## config.mk

```make
export PLATFORM = sky130hd
export DESIGN_NAME = div_req_sequencer
export DESIGN_NICKNAME = d
export VERILOG_FILES = /design/src/rtl/div_pkg.sv /design/src/rtl/div_result_merge.sv /design/src/rtl/div_req_sequencer.sv
export SDC_FILE = /design/constraint.sdc
export NUM_CORES = 1
export LEC_CHECK = 0
export CAP_MARGIN = 0
export CORE_AREA = 2 2 123 125
export CTS_CLUSTER_SIZE = 24
export DETAILED_ROUTE_END_ITERATION = 16
export DIE_AREA = 0 0 125 127
export PLACE_DENSITY = 0.87
export SYNTH_ARGS = -nofsm -noshare
export SYNTH_HDL_FRONTEND = slang
export SYNTH_SLANG_ARGS = --single-unit
```

## constraint.sdc

```tcl
create_clock -name clk -period 6.6 [get_ports clk]
set_clock_uncertainty 0.2 [all_clocks]
set_input_delay 1.32 -clock clk [delete_from_list [all_inputs] [get_ports clk]]
set_output_delay 1.32 -clock clk [all_outputs]
set_load 0.005 [all_outputs]
```

## src/rtl/div_pkg.sv

```systemverilog
// Shared definitions for the divider handshake: FSM states, widths, result
// field slices and divide-by-zero saturation constants.
package div_pkg;

  localparam int DATA_W = 32;
  localparam int FRAC_W = 16;
  localparam int Q_FRAC = 15;
  localparam int RES_W  = DATA_W + FRAC_W;

  // divider result layout: {quotient[Q_MSB:Q_LSB], fraction[F_MSB:F_LSB]}
  localparam int Q_MSB = RES_W - 1;
  localparam int Q_LSB = FRAC_W;
  localparam int F_MSB = FRAC_W - 1;
  localparam int F_LSB = 0;

  localparam logic [RES_W-1:0] SAT_POS = {1'b0, {(RES_W-1){1'b1}}};
  localparam logic [RES_W-1:0] SAT_NEG = {1'b1, {(RES_W-1){1'b0}}};

  typedef enum logic [1:0] {
    S_IDLE  = 2'd0,
    S_ISSUE = 2'd1,
    S_WAIT  = 2'd2,
    S_OUT   = 2'd3
  } div_state_e;

  function automatic logic [RES_W-1:0] div0_sat(input logic [DATA_W-1:0] dividend);
    if (dividend == '0) return '0;
    if (dividend[DATA_W-1]) return SAT_NEG;
    return SAT_POS;
  endfunction

endpackage

```

## src/rtl/div_result_merge.sv

```systemverilog
// Merges the divider's {quotient, signed fraction} into one Q32.15 word, or
// selects the divide-by-zero saturation value for the given dividend.
module div_result_merge
  import div_pkg::*;
(
  input  logic [RES_W-1:0]  result,
  input  logic [DATA_W-1:0] dividend,
  input  logic              sat_sel,
  output logic [RES_W-1:0]  merged
);

  logic [RES_W-1:0] q_ext;
  logic [RES_W-1:0] f_ext;

  // fraction carries the quotient's sign, so a plain 48-bit add is exact
  assign q_ext = {result[Q_MSB], result[Q_MSB:Q_LSB], {Q_FRAC{1'b0}}};
  assign f_ext = {{(RES_W-FRAC_W){result[F_MSB]}}, result[F_MSB:F_LSB]};

  always_comb begin
    merged = q_ext + f_ext;
    if (sat_sel) merged = div0_sat(dividend);
  end

endmodule

```

## src/rtl/div_req_sequencer.sv

```systemverilog
// Divider initiator: issues start/operands, waits for a fresh result edge and
// returns a merged Q32.15 word. Statistics counters exist only with DIV_STATS_EN.
//
// state   | meaning
// IDLE    | ready for an operand pair
// ISSUE   | div_start pulse, operands stable
// WAIT    | waiting for a rising result_valid or timeout
// OUT     | result held on the output stream until taken
module div_req_sequencer #(
  parameter int DATA_W         = 32,
  parameter int FRAC_W         = 16,
  parameter int TIMEOUT_CYCLES = 64
) (
  input  logic                     clk,
  input  logic                     rst,
  input  logic                     in_valid,
  output logic                     in_ready,
  input  logic [DATA_W-1:0]        in_dividend,
  input  logic [DATA_W-1:0]        in_divisor,
  output logic                     div_start,
  output logic [DATA_W-1:0]        div_dividend,
  output logic [DATA_W-1:0]        div_divisor,
  input  logic [DATA_W+FRAC_W-1:0] div_result,
  input  logic                     div_result_valid,
  output logic                     out_valid,
  input  logic                     out_ready,
  output logic [DATA_W+FRAC_W-1:0] out_data,
  output logic                     out_div0,
  output logic                     out_timeout,
  output logic [15:0]              cnt_ops,
  output logic [15:0]              cnt_div0,
  output logic [15:0]              cnt_tmo
);
  import div_pkg::*;

  localparam int TMO_W = (TIMEOUT_CYCLES > 2) ? $clog2(TIMEOUT_CYCLES) : 1;
  localparam logic [TMO_W-1:0] TMO_LOAD = TMO_W'(TIMEOUT_CYCLES - 1);

  div_state_e state, state_nxt;

  logic                     rv_q;
  logic                     rv_rise;
  logic                     accept;
  logic                     load_sat;
  logic                     take_result;
  logic                     tmo_hit;
  logic                     out_done;
  logic [TMO_W-1:0]         tmo_cnt;
  logic [DATA_W+FRAC_W-1:0] merged;

  // only a fresh low-to-high transition counts; a level left high is stale
  assign rv_rise   = div_result_valid & ~rv_q;
  assign in_ready  = (state == S_IDLE) & ~rst;
  assign div_start = (state == S_ISSUE);
  assign out_valid = (state == S_OUT);

  always_ff @(posedge clk) begin
    if (rst) state <= S_IDLE;
    else     state <= state_nxt;
  end

  always_comb begin
    state_nxt   = state;
    accept      = 1'b0;
    load_sat    = 1'b0;
    take_result = 1'b0;
    tmo_hit     = 1'b0;
    out_done    = 1'b0;
    case (state)
      S_IDLE: begin
        if (in_valid) begin
          accept = 1'b1;
          if (in_divisor == '0) begin
            load_sat  = 1'b1;
            state_nxt = S_OUT;
          end else begin
            state_nxt = S_ISSUE;
          end
        end
      end
      S_ISSUE: state_nxt = S_WAIT;
      S_WAIT: begin
        if (rv_rise) begin
          take_result = 1'b1;
          state_nxt   = S_OUT;
        end else if (tmo_cnt == '0) begin
          tmo_hit   = 1'b1;
          state_nxt = S_OUT;
        end
      end
      S_OUT: begin
        if (out_ready) begin
          out_done  = 1'b1;
          state_nxt = S_IDLE;
        end
      end
      default: state_nxt = S_IDLE;
    endcase
  end

  div_result_merge u_merge (
    .result   (div_result),
    .dividend (in_dividend),
    .sat_sel  (load_sat),
    .merged   (merged)
  );

  always_ff @(posedge clk) begin
    if (rst) begin
      rv_q         <= 1'b0;
      tmo_cnt      <= '0;
      div_dividend <= '0;
      div_divisor  <= '0;
      out_data     <= '0;
      out_div0     <= 1'b0;
      out_timeout  <= 1'b0;
    end else begin
      rv_q <= div_result_valid;
      if (accept) begin
        div_dividend <= in_dividend;
        div_divisor  <= in_divisor;
      end
      if (load_sat) begin
        out_data <= merged;
        out_div0 <= 1'b1;
      end
      if (state == S_ISSUE)
        tmo_cnt <= TMO_LOAD;
      else if (state == S_WAIT && tmo_cnt != '0)
        tmo_cnt <= tmo_cnt - 1'b1;
      if (take_result) out_data <= merged;
      if (tmo_hit) begin
        out_data    <= '0;
        out_timeout <= 1'b1;
      end
      if (out_done) begin
        out_data    <= '0;
        out_div0    <= 1'b0;
        out_timeout <= 1'b0;
      end
    end
  end

`ifdef DIV_STATS_EN
  logic [15:0] ops_q, div0_q, tmo_q;

  always_ff @(posedge clk) begin
    if (rst) begin
      ops_q  <= '0;
      div0_q <= '0;
      tmo_q  <= '0;
    end else if (out_done) begin
      if (ops_q != 16'hFFFF) ops_q <= ops_q + 16'd1;
      if (out_div0 && div0_q != 16'hFFFF) div0_q <= div0_q + 16'd1;
      if (out_timeout && tmo_q != 16'hFFFF) tmo_q <= tmo_q + 16'd1;
    end
  end

  assign cnt_ops  = ops_q;
  assign cnt_div0 = div0_q;
  assign cnt_tmo  = tmo_q;
`else
  assign cnt_ops  = '0;
  assign cnt_div0 = '0;
  assign cnt_tmo  = '0;
`endif

endmodule

```

== After elaboration in Yosys (flattened, before gate mapping) ==
Index checks and enable logic that the tools add are counted.

* Add/sub/neg operators: 2
* Equality and inequality tests: 6
* Muxes and demuxes: 32
* Bitwise operators: 4
* Reduce and logical (&&, ||, !) cells: 11

{| class="wikitable"
|+ Operator list
! cell !! count
|-
| 48-bit two-way mux || 7
|-
| 32-bit logical NOT || 2
|-
| 47-bit by 16-bit adder with 48-bit output || 1
|-
| 1-bit two-way mux || 17
|-
| 6-bit two-way mux || 2
|-
| 2-bit two-way mux || 5
|-
| 2-bit case mux with 4 select lines || 1
|-
| 6-bit logical NOT || 1
|-
| 6-bit nonzero test || 1
|-
| 6-bit by 1-bit subtractor with 6-bit output, second input constant || 1
|-
| 2-bit == test, second input constant || 2
|-
| 2-bit nonzero test || 2
|-
| 3-bit inequality test, second input constant || 1
|-
| 3-bit AND reduction || 1
|-
| 3-bit OR reduction || 1
|-
| 1-bit AND || 2
|-
| 2-bit by 1-bit == test with 1-bit output, second input constant || 1
|-
| 2-bit logical NOT || 1
|-
| 2-bit by 1-bit inequality test with 1-bit output, second input constant || 1
|-
| 2-bit inequality test, second input constant || 1
|-
| 1-bit NOT || 2
|-
| 2-bit OR reduction || 1
|-
| 1-bit logical AND || 1
|}

* Register bits: 123
* Input bits: 117
* Output and inout bits: 165
* Word-level logic and storage cells: 63

== Logic depth before layout (Yosys ltp) ==
* Depth after elaboration: 12
* Mapped depth: 11
* Gate-level depth less buffers: 10

== By module ==
From an unflattened synthesis, not the netlist that was laid out.

* Cells, all modules: 883
* Area, all modules: 7250.7 um2

{| class="wikitable"
|+ Modules (own cells, without submodules)
! module !! times used !! cells each !! area each (um2) !! sequential area each (um2)
|-
| div_req_sequencer || 1 || 517 || 4689.5 || 2462.4
|-
| div_result_merge || 1 || 366 || 2561.2 || 0.0
|}

== Least setup slack after synthesis ==
OpenSTA, ideal clock, no wires.

* Kind: input -> register
* From: in div_result[15]
* To: reg out_data[47]
* Arrival time: 3.494 ns
* Required time: 6.326 ns
* Setup slack: 2.832 ns
* Stages: 10
* Cell sequence: ha_1 fa_1 a21oi_1 o21ai_0 a21o_1 a21oi_1 o311ai_0 a221oi_1 o221ai_1 a31oi_1

* Cells in the longest elaborated chain, start to end: 4

{| class="wikitable"
|+ Ends and longest elaborated chain
! element !! line !! source
|-
| from (decl) || div_req_sequencer.sv:23 || <nowiki>input logic [DATA_W+FRAC_W-1:0] div_result,</nowiki>
|-
| 47-bit by 16-bit adder with 48-bit output (*) || div_result_merge.sv:20 || <nowiki>merged = q_ext + f_ext;</nowiki>
|-
| 48-bit two-way mux (*) || div_result_merge.sv:21 || <nowiki>if (sat_sel) merged = div0_sat(dividend);</nowiki>
|-
| 48-bit two-way mux || div_req_sequencer.sv:123 || <nowiki>if (load_sat) begin</nowiki>
|-
| 48-bit two-way mux (*) || div_req_sequencer.sv:131 || <nowiki>if (take_result) out_data <= merged;</nowiki>
|-
| to (signal assigned) || div_req_sequencer.sv:124 || <nowiki>out_data <= merged;</nowiki>
|-
| to (signal assigned) || div_req_sequencer.sv:131 ||
|-
| to (decl) || div_req_sequencer.sv:27 || <nowiki>output logic [DATA_W+FRAC_W-1:0] out_data,</nowiki>
|}

Every way passes the cells marked *; elsewhere a longest branch is shown, timed or not. The select of a mux whose other input is x is not followed.
A chain may end at the register's enable or synchronous reset.

== Worst setup path in the final report ==
* From: in in_divisor[26]
* To: reg out_data[43]

* Cells in the longest elaborated chain, start to end: 7
* Elaborated cells between the ends (all ways): 8

{| class="wikitable"
|+ Ends and longest elaborated chain
! element !! line !! source
|-
| from (decl) || div_req_sequencer.sv:19 || <nowiki>input logic [DATA_W-1:0] in_divisor,</nowiki>
|-
| 32-bit logical NOT (*) || div_req_sequencer.sv:73 || <nowiki>if (in_divisor == '0) begin</nowiki>
|-
| 1-bit two-way mux (*) || div_req_sequencer.sv:73 ||
|-
| 1-bit two-way mux (*) || div_req_sequencer.sv:71 || <nowiki>if (in_valid) begin</nowiki>
|-
| 1-bit two-way mux (*) || div_req_sequencer.sv:69 || <nowiki>case (state)</nowiki>
|-
| 48-bit two-way mux || div_result_merge.sv:21 ||
|-
| 48-bit two-way mux || div_req_sequencer.sv:123 ||
|-
| 48-bit two-way mux || div_req_sequencer.sv:131 ||
|}

Marked as above.

==> reports/qor.txt <==
Vias per cell -> 5.380
Syn avg cell area -> 7.575 µm²
Minimum clock period -> 4.838 ns
CTS buffer count -> 17
Initial Util -> 0.4663
Post-CTS Repair Setup Buffers -> 0
ANT nets after route -> 0
DR top layer -> met4
RSZ-0062 raised after global routing -> no
Finished Layout Cells -> 1296
Max clock buf depth -> 2
P_leak -> 3.783 nW
Async SR Flop Fraction -> 0
Register bit total from synthesis -> 123
Crit path required time -> 6.75 ns
Reg2reg end -> out_data[43]
Worst slew margin -> 0.3182
Yosys warns -> 0
DR iter-0 viols -> 458
Most frequent cells in the layout -> clkdlybuf4s50_1, nand2_1, a21oi_1
1st-pass router iterations -> 5
Hold slack -> 0.2516 ns
Drt drc -> 0
Met3 WL post-DR -> 1428 µm
Fin. Hold Viols -> 0
Count of input and output buffers -> 233
HPWL after DPL -> 15320 µm
Final wirelength -> 20900 µm
Hold Crit Depth -> 2
Layout cells sized above 1 -> 0.03517
Placed insts -> 1262
Post-Synthesis Cell Area -> 6726 µm²
R2R depth -> 11
Placeable Area -> 14420 µm²
Tot GR Track Use -> 0.2575
Max-cap viol count -> 0
Layout net count -> 1254
Status -> finished clean
Vias -> 6973
Cells after Synth -> 888
Resize count post-CTS -> 0
Startpoint Class -> input pin
Largest area contributor in the netlist -> dfxtp_1
Fin crit share -> 0.7330
Top cell type's share of synthesized area -> 0.3661
IO Pins -> 282
Hold-fix buffers at CTS -> 0
Crit end category -> flip-flop
Area grow syn2layout -> 41.57%
R2R Setup Slk -> 2.84 ns
Initial antenna violation count -> 3
Design Power -> 2.786 mW
Max H-tree Level -> 4
Global-route wire length before repair -> 32930 µm
Root Buffer Master -> clkbuf_16
Max Transition Viols Final -> 0
EDFF count, synth -> 0
Worst Hold Class -> reg -> reg
Hold wc startpoint -> div_dividend[10]
Hold Crit Endpoint -> div_dividend[10]
VDD IR max -> 0.1815 mV
Clk_lat worst skew -> 0.41 ns
Endpoints failing setup -> 0
Largest net degree at the start of global routing -> 76
Die Height -> 127 µm
Most common cell after layout, fill and taps aside -> clkdlybuf4s50_1
Fmax -> 0.2067 GHz
FILL cells -> 1187
Width of the die -> 125 µm
DR WL/cell -> 16.13 µm
CTS clk-pin slew, worst paths -> 0.05 ns
Synth area leaders -> dfxtp_1, nand2_1, a21oi_1
Row Count -> 44
GP Congestion -> 0.9391
Top FF cell, synth -> dfxtp_1
Slew @ Worst Pin -> 1.023 ns
M1 WL -> 8221 µm
CTS Sinks -> 123
CP Data Arrival Time -> 4.99 ns
Vias in the first global route -> 6653
R2r startpoint -> state[1]
Crit Path Max Fanout -> 35
Post-synthesis cell type count -> 52
TritonCTS clock tree -> yes
Crit Path Category -> in -> reg
Met2 WL -> 10570 µm
Power density over the cells -> 292.6 nW/µm²
Total grt overflow -> 0
Post-synthesis sequential area ratio -> 0.3661
Total negative setup slack -> 0 ns
Die area -> 15880 µm²
-- sequential cells by signal, summed over array words and instances, names as in the netlist --
register	count
out_data	48
div_dividend	32
div_divisor	32
tmo_cnt	6
state	2
out_div0	1
out_timeout	1
rv_q	1
-- cell usage after synthesis (10+ instances only) --
cell	number
buf_4	48
dfxtp_1	123
ha_1	39
xnor2_1	18
inv_1	16
a21o_1	11
clkbuf_1	38
nand3_1	13
xor2_1	10
nor2_1	37
nand2_1	194
o21ai_0	73
nor4_1	22
a21oi_1	144
-- metal layers --
metal  GRT usage  vias to the layer above
li1            -                     3439
met4      0.1157                        0
met5           0                        -
met1      0.2897                     3210
met3     0.05779                       36
met2      0.4664                      288
-- cell type report --
class / instances / area [µm²] / share of cell area
Clock buffer: 23 / 447.9 / 0.04704
Timing Repair Buffer: 240 / 2380 / 0.2499
Multi-Input combinational cell: 699 / 3839 / 0.4031
Antenna cell: 3 / 7.507 / 0.0007883
Clock inverter: 8 / 96.34 / 0.01012
Inverter: 16 / 60.06 / 0.006307
Sequential cell: 123 / 2462 / 0.2586
Tap cell: 184 / 230.2 / 0.02418
-- power breakdown --
group	internal, mW	switching [mW]	total, mW
clock	0.551	0.326	0.876
sequential	0.889	0.0825	0.971
combinational	0.472	0.466	0.938
total	1.91	0.874	2.79
-- worst max-delay path, cell delays in order --
cell,delay (ns)
clkdlybuf4s50_1,0.42
nor4_1,0.61
nand4_1,0.38
or4_1,0.49
buf_4,0.26
o31a_1,0.53
a21oi_2,0.47
o21ai_0,0.16
a41o_1,0.23
nor2_1,0.09
-- per-stage QoR --
stage / instance area (µm²) / worst slack [ns] / utilization
6_report: 9523 / 1.762 / 0.6602
5_1_grt: 9523 / 1.574 / 0.6602
4_1_cts: 9515 / 1.833 / 0.6597
3_5_place_dp: 8971 / 1.394 / 0.6220
3_3_place_gp: 8971 / 1.441 / 0.6220
2_1_floorplan: 6903 / 2.832 / -
-- how the worst max path moves through the flow --
stage                               from  cells after the start           end  slack [ns]
final                     in_divisor[26]                     10  out_data[43]        1.76
after global routing      div_result[15]                     11  out_data[39]        1.57
after CTS                 in_divisor[26]                     10  out_data[43]        1.83
after detailed placement  in_divisor[26]                     10  out_data[43]        1.39
after global placement    in_divisor[26]                     10  out_data[43]        1.44
after floorplan           div_result[15]                     10  out_data[47]        2.83
-- cell families after synthesis --
group,count (synthesis),share of synthesized area
and+or+nand+nor,308,0.1998
buffers and inverters,113,0.09115
other,1,0.0005575
adders and majority gates,40,0.07552
AOI/OAI and AO/OA,273,0.2273
muxes,2,0.003162
DFF,123,0.3661
xor gates and xnor gates,28,0.03646
(Power assumes the default switching activity.)
==> patch 1, RTL diff (same flow settings) <==
The parameter `TIMEOUT_CYCLES` goes from 64 to 32.
--- a/src/rtl/div_req_sequencer.sv
+++ b/src/rtl/div_req_sequencer.sv
@@ -9,7 +9,7 @@
 module div_req_sequencer #(
   parameter int DATA_W         = 32,
   parameter int FRAC_W         = 16,
-  parameter int TIMEOUT_CYCLES = 64
+  parameter int TIMEOUT_CYCLES = 32
 ) (
   input  logic                     clk,
   input  logic                     rst,
Behaviour: no difference found for any inputs over 4 cycles, from zero or initial values and one cycle with rst high; that may be too few to reach the edited logic, so the function may still have changed.
==> patch 1 against the original RTL <==
  * Sequential cell count fell by 1
  * Core utilization fell by 0.32 points
  * Synthesized area fell by 1.4%
  * Worst setup slack improved by 0.25 ns
  * Via count fell by 2.5%
  * Worst hold slack got worse by 0.00086 ns
  * Critical path depth rose by 2
  * Clock power fell by 2.7%
  * Cell area fell by 0.49%
  * Wire length fell by 3.8%
  * Total power fell by 1.0%
  * Combinational power rose by 2%
  * Largest cell class unchanged
  * Largest power group is now combinational logic
  * Highest routed layer unchanged
==> patch 1: results (changes against the original RTL) <==
Place
  • Placed cell count: 1244 (-1.4%)
  • Dpl hpwl: 14600 um (-4.4%)
  • Placement Cell Area: 8920 um^2 (-0.52%)
  • Gp weighted congestion: 0.906 (-3.5%)
  • Pre-CTS WS: 1.62 ns (+0.223 ns)

Global route
  • Initial antenna violation count: 0 (-3)
  • Largest net degree at the start of global routing: 75 (-1.3%)
  • First-pass GRT wire length: 32700 um (-0.84%)
  • All-layer global routing usage: 0.251 (-0.00652)
  • Number of global-route vias before repair: 6531 (-1.8%)

STA
  • Slew margin rel.: 0.412 (+0.0941)
  • Hold_ws: 0.251 ns (-0.000863 ns)

Power
  • Worst vdd ir: 0.226 mV (+25%)
  • Static Leakage: 3.83 nW (+1.4%)

Routing
  • WL/cell: 15.8 um (-2.3%)
  • Pre-antenna DRT Iters: 7 (+2)
  • Vias: 6802 (-2.5%)
  • Initial DRC Count: 491 (+7.2%)
  • DR vias/cell: 5.33 (-0.92%)

Setup path
  • Crit Path Max Fanout: 9 (-74%)
  • Worst reg2reg path depth: 10 (-1)
  • Worst R2R Setup Slack: 3.11 ns (+0.27 ns)
  • Critical Path AT: 4.69 ns (-0.30 ns)
  • RR Endpoint: out_data[40]
  • Delay of the slowest cell on the worst path: 0.63 ns (+0.02 ns)
  • Family with the most delay on the worst path: compound AO/OA/AOI/OAI gates
  • CP max-delay cell: clkdlybuf4s50_1

Final layout
  • Area Overhead vs Synth: 42.8%
  • Biggest regs: out_data x48, div_dividend x32, div_divisor x32
  • Share of cells above drive strength 1: 0.0504 (+0.0152)
  • Nets: 1236 (-1.4%)
  • FILL cells: 1155 (-2.7%)

Synthesis
  • Share of the synthesized area in the top cell type: 0.368 (+0.00202)
  • Sequential fraction of the synthesis area: 0.368 (+0.00202)
  • Synth top area cells: dfxtp_1, nand2_1, a21oi_1, ha_1, buf_4
  • Count of cell types in the netlist: 62 (+19%)
  • Mean post-synth cell area: 7.69 um^2 (+1.5%)
  • Post-synth top cells: nand2_1, a21oi_1, dfxtp_1

Run status
  • Status: completed

Worst hold path
  • Worst Hold Launch: div_divisor[24]
  • WHS Endpoint: div_divisor[24]
## patch 1: changes by cell type after synthesis, moves of 5 or more
cell / change
buf_2: -6
a21oi_1: -11
xnor2_1: -7
xor2_1: +5
nand2_1: +8
o21ai_0: -11
nor3_1: +6
a21o_1: -5
## patch 1: cells by family (layout without fill, tap and decap cells)
family | count (synthesis) | count (layout) | share of synthesized area
flops | 122 | 122 | 0.368
compound gates | 246 | 246 | 0.215
other cells | 1 | 48 | 0.000565
xor+xnor | 26 | 26 | 0.0343
fa+ha+maj | 40 | 40 | 0.0766
simple gates | 319 | 319 | 0.212
mux | 5 | 5 | 0.00754
buf+inv | 104 | 286 | 0.0864
## patch 1: worst max path at each step
stage,slack (ns),cells past startpoint,from,endpoint
after floorplan,2.70,11,div_result[15],out_data[39]
after global placement,1.74,12,div_result[15],out_data[45]
after detailed placement,1.62,12,div_result[15],out_data[45]
after CTS,2.01,12,div_result[15],out_data[45]
after global routing,1.77,12,div_result[15],out_data[45]
final,2.01,12,div_result[15],out_data[45]
## patch 1: metal layers
layer | vias up | share of wire | track usage
li1 | 3343 | - | -
met1 | 3138 | 0.41 | 0.295
met2 | 293 | 0.49 | 0.433
met3 | 28 | 0.086 | 0.0896
met4 | 0 | 0.019 | 0.0745
met5 | - | 0 | 0
## patch 1: layout make-up
class | instances | share of cell area
Clock inverter | 13 | 0.0104
Inverter | 13 | 0.00515
Multi-Input combinational cell | 684 | 0.403
Tap cell | 184 | 0.0243
Timing Repair Buffer | 241 | 0.252
Sequential cell | 122 | 0.258
Clock buffer | 19 | 0.0478
## patch 1: where the power goes
group          internal (W)  switching (W)
combinational      0.000466       0.000492
sequential         0.000871      0.0000762
clock              0.000500       0.000352
==> patch 2, RTL diff (same flow settings) <==
Made on the original files. The 4 states of `div_state_e` get a Gray code encoding in 2 bits.
--- a/src/rtl/div_pkg.sv
+++ b/src/rtl/div_pkg.sv
@@ -17,10 +17,10 @@
   localparam logic [RES_W-1:0] SAT_NEG = {1'b1, {(RES_W-1){1'b0}}};
 
   typedef enum logic [1:0] {
-    S_IDLE  = 2'd0,
-    S_ISSUE = 2'd1,
-    S_WAIT  = 2'd2,
-    S_OUT   = 2'd3
+    S_IDLE  = 2'b00,
+    S_ISSUE = 2'b01,
+    S_WAIT  = 2'b11,
+    S_OUT   = 2'b10
   } div_state_e;
 
   function automatic logic [RES_W-1:0] div0_sat(input logic [DATA_W-1:0] dividend);
Check against the original RTL: no difference found for any inputs over 4 cycles, from zero or initial values and one cycle with rst high; so few cycles prove little.
==> patch 2 against the original RTL <==
  * Synthesized area up 4.7%
  * Cell count grew 0.85%
  * Wire length is 2.7% higher
  * Total power fell by 18%
  * Cell area increased by 3.2%
  * Sequential cell count unchanged
  * Worst setup slack worse by 0.26 ns
  * First-iteration DRC count increased by 6.3%
  * Sequential power fell by 16%
  * Critical path type unchanged
  * Highest routed layer unchanged
==> patch 2: results (changes against the original RTL) <==
Setup path
  • Delay of the slowest cell on the worst path: 1.21 ns (+0.60 ns)
  • CP max-delay cell: clkdlybuf4s50_1
  • Crit Path Max Fanout: 24 (-31%)
  • Family with the most delay on the worst path: buffers and inverters

Routing
  • Initial DRC Count: 487 (+6.3%)
  • Vias: 7190 (+3.1%)
  • WL/cell: 16.4 um (+1.9%)
  • M1 WL: 8640 um (+5.0%)
  • WL met2: 10500 um (-1.1%)

Synthesis
  • Sequential fraction of the synthesis area: 0.349 (-0.0166)
  • Synth top area cells: dfxtp_1, nand2_1, a21oi_1, ha_1, buf_4
  • Post-synth top cells: nand2_1, dfxtp_1, a21oi_1

Power
  • Worst vdd ir: 0.195 mV (+7.4%)
  • Static Leakage: 3.86 nW (+2.1%)

Place
  • Pre-CTS WS: 1.20 ns (-0.194 ns)
  • Placement Cell Area: 9210 um^2 (+2.6%)
  • Dpl hpwl: 15700 um (+2.2%)

Global route
  • All-layer global routing usage: 0.265 (+0.00780)
  • Largest net degree at the start of global routing: 67 (-12%)
  • Number of global-route vias before repair: 6919 (+4.0%)

Run status
  • Status: completed

Final layout
  • Share of cells above drive strength 1: 0.0686 (+0.0334)
  • FILL cells: 1162 (-2.1%)
  • Nets: 1262 (+0.64%)

STA
  • Slew margin rel.: 0.251 (-0.0672)
==> patch 2: cell types whose count changed after synthesis, moves of 6 or more <==
cell | before | now
nand3_1 | 13 | 6
o21ai_1 | 1 | 26
a21oi_2 | 1 | 20
a21oi_1 | 144 | 119
nor2_1 | 37 | 31
xnor2_1 | 18 | 12
o21ai_0 | 73 | 37
nor3_1 | 5 | 19
==> patch 2: final timing paths <==
| kind | end | slack (ns) | depth (start not counted) |
|---|---|---|---|
| worst min-delay path | div_divisor[5] | 0.25 | 2 |
| worst max register to register | out_data[46] | 2.97 | 8 |
| worst max-delay path | out_data[44] | 1.50 | 11 |
| worst min register to register | div_divisor[5] | 0.25 | 2 |
==> patch 2: where the power goes <==
group,switching (W),internal [W],leakage (nW)
Clock,0.000350,0.000616,0.300
Combinational,0.000261,0.000240,2.56
Sequential,0.0000265,0.000785,1.00
Total,0.000638,0.00164,3.86
==> patch 2: kinds of logic after synthesis <==
group	Yosys count	synth area share
AO/OA/AOI/OAI	282	0.248
XOR/XNOR	21	0.0261
adder cells (fa/ha/maj)	35	0.0632
buffers and inverters	125	0.0998
flip-flops	123	0.349
multiplexers	4	0.00568
other	1	0.000532
AND/OR/NAND/NOR	318	0.207
==> patch 2: cell type report <==
class                   count  area share
clock buffers              19      0.0461
clock inverters            13      0.0171
inverters                  20     0.00764
multi-input cells         708       0.413
flip-flops and latches    123       0.251
well taps                 184      0.0234
repair buffers            240       0.242
==> patch 2: metrics by stage <==
stage           util  instances  power, W  hold slack [ns]
2_1_floorplan      -        956   0.00112            0.252
3_3_place_gp   0.638       1275   0.00131            0.240
3_5_place_dp   0.638       1275   0.00132            0.245
4_1_cts        0.681       1307   0.00229            0.253
5_1_grt        0.681       1307   0.00239            0.275
6_report       0.681       1307   0.00228            0.253
==> patch 2: worst min-delay path, stage by stage (launching register included) <==
cell	delay [ns]
dfxtp_1	0.31
nand2_1	0.05
a21oi_1	0.05
==> patch 2: layer usage <==
layer / vias up / global-route usage
met1: 3321 / 0.313
li1: 3504 / -
met4: 0 / 0.0680
met3: 35 / 0.0963
met5: - / 0
met2: 330 / 0.460
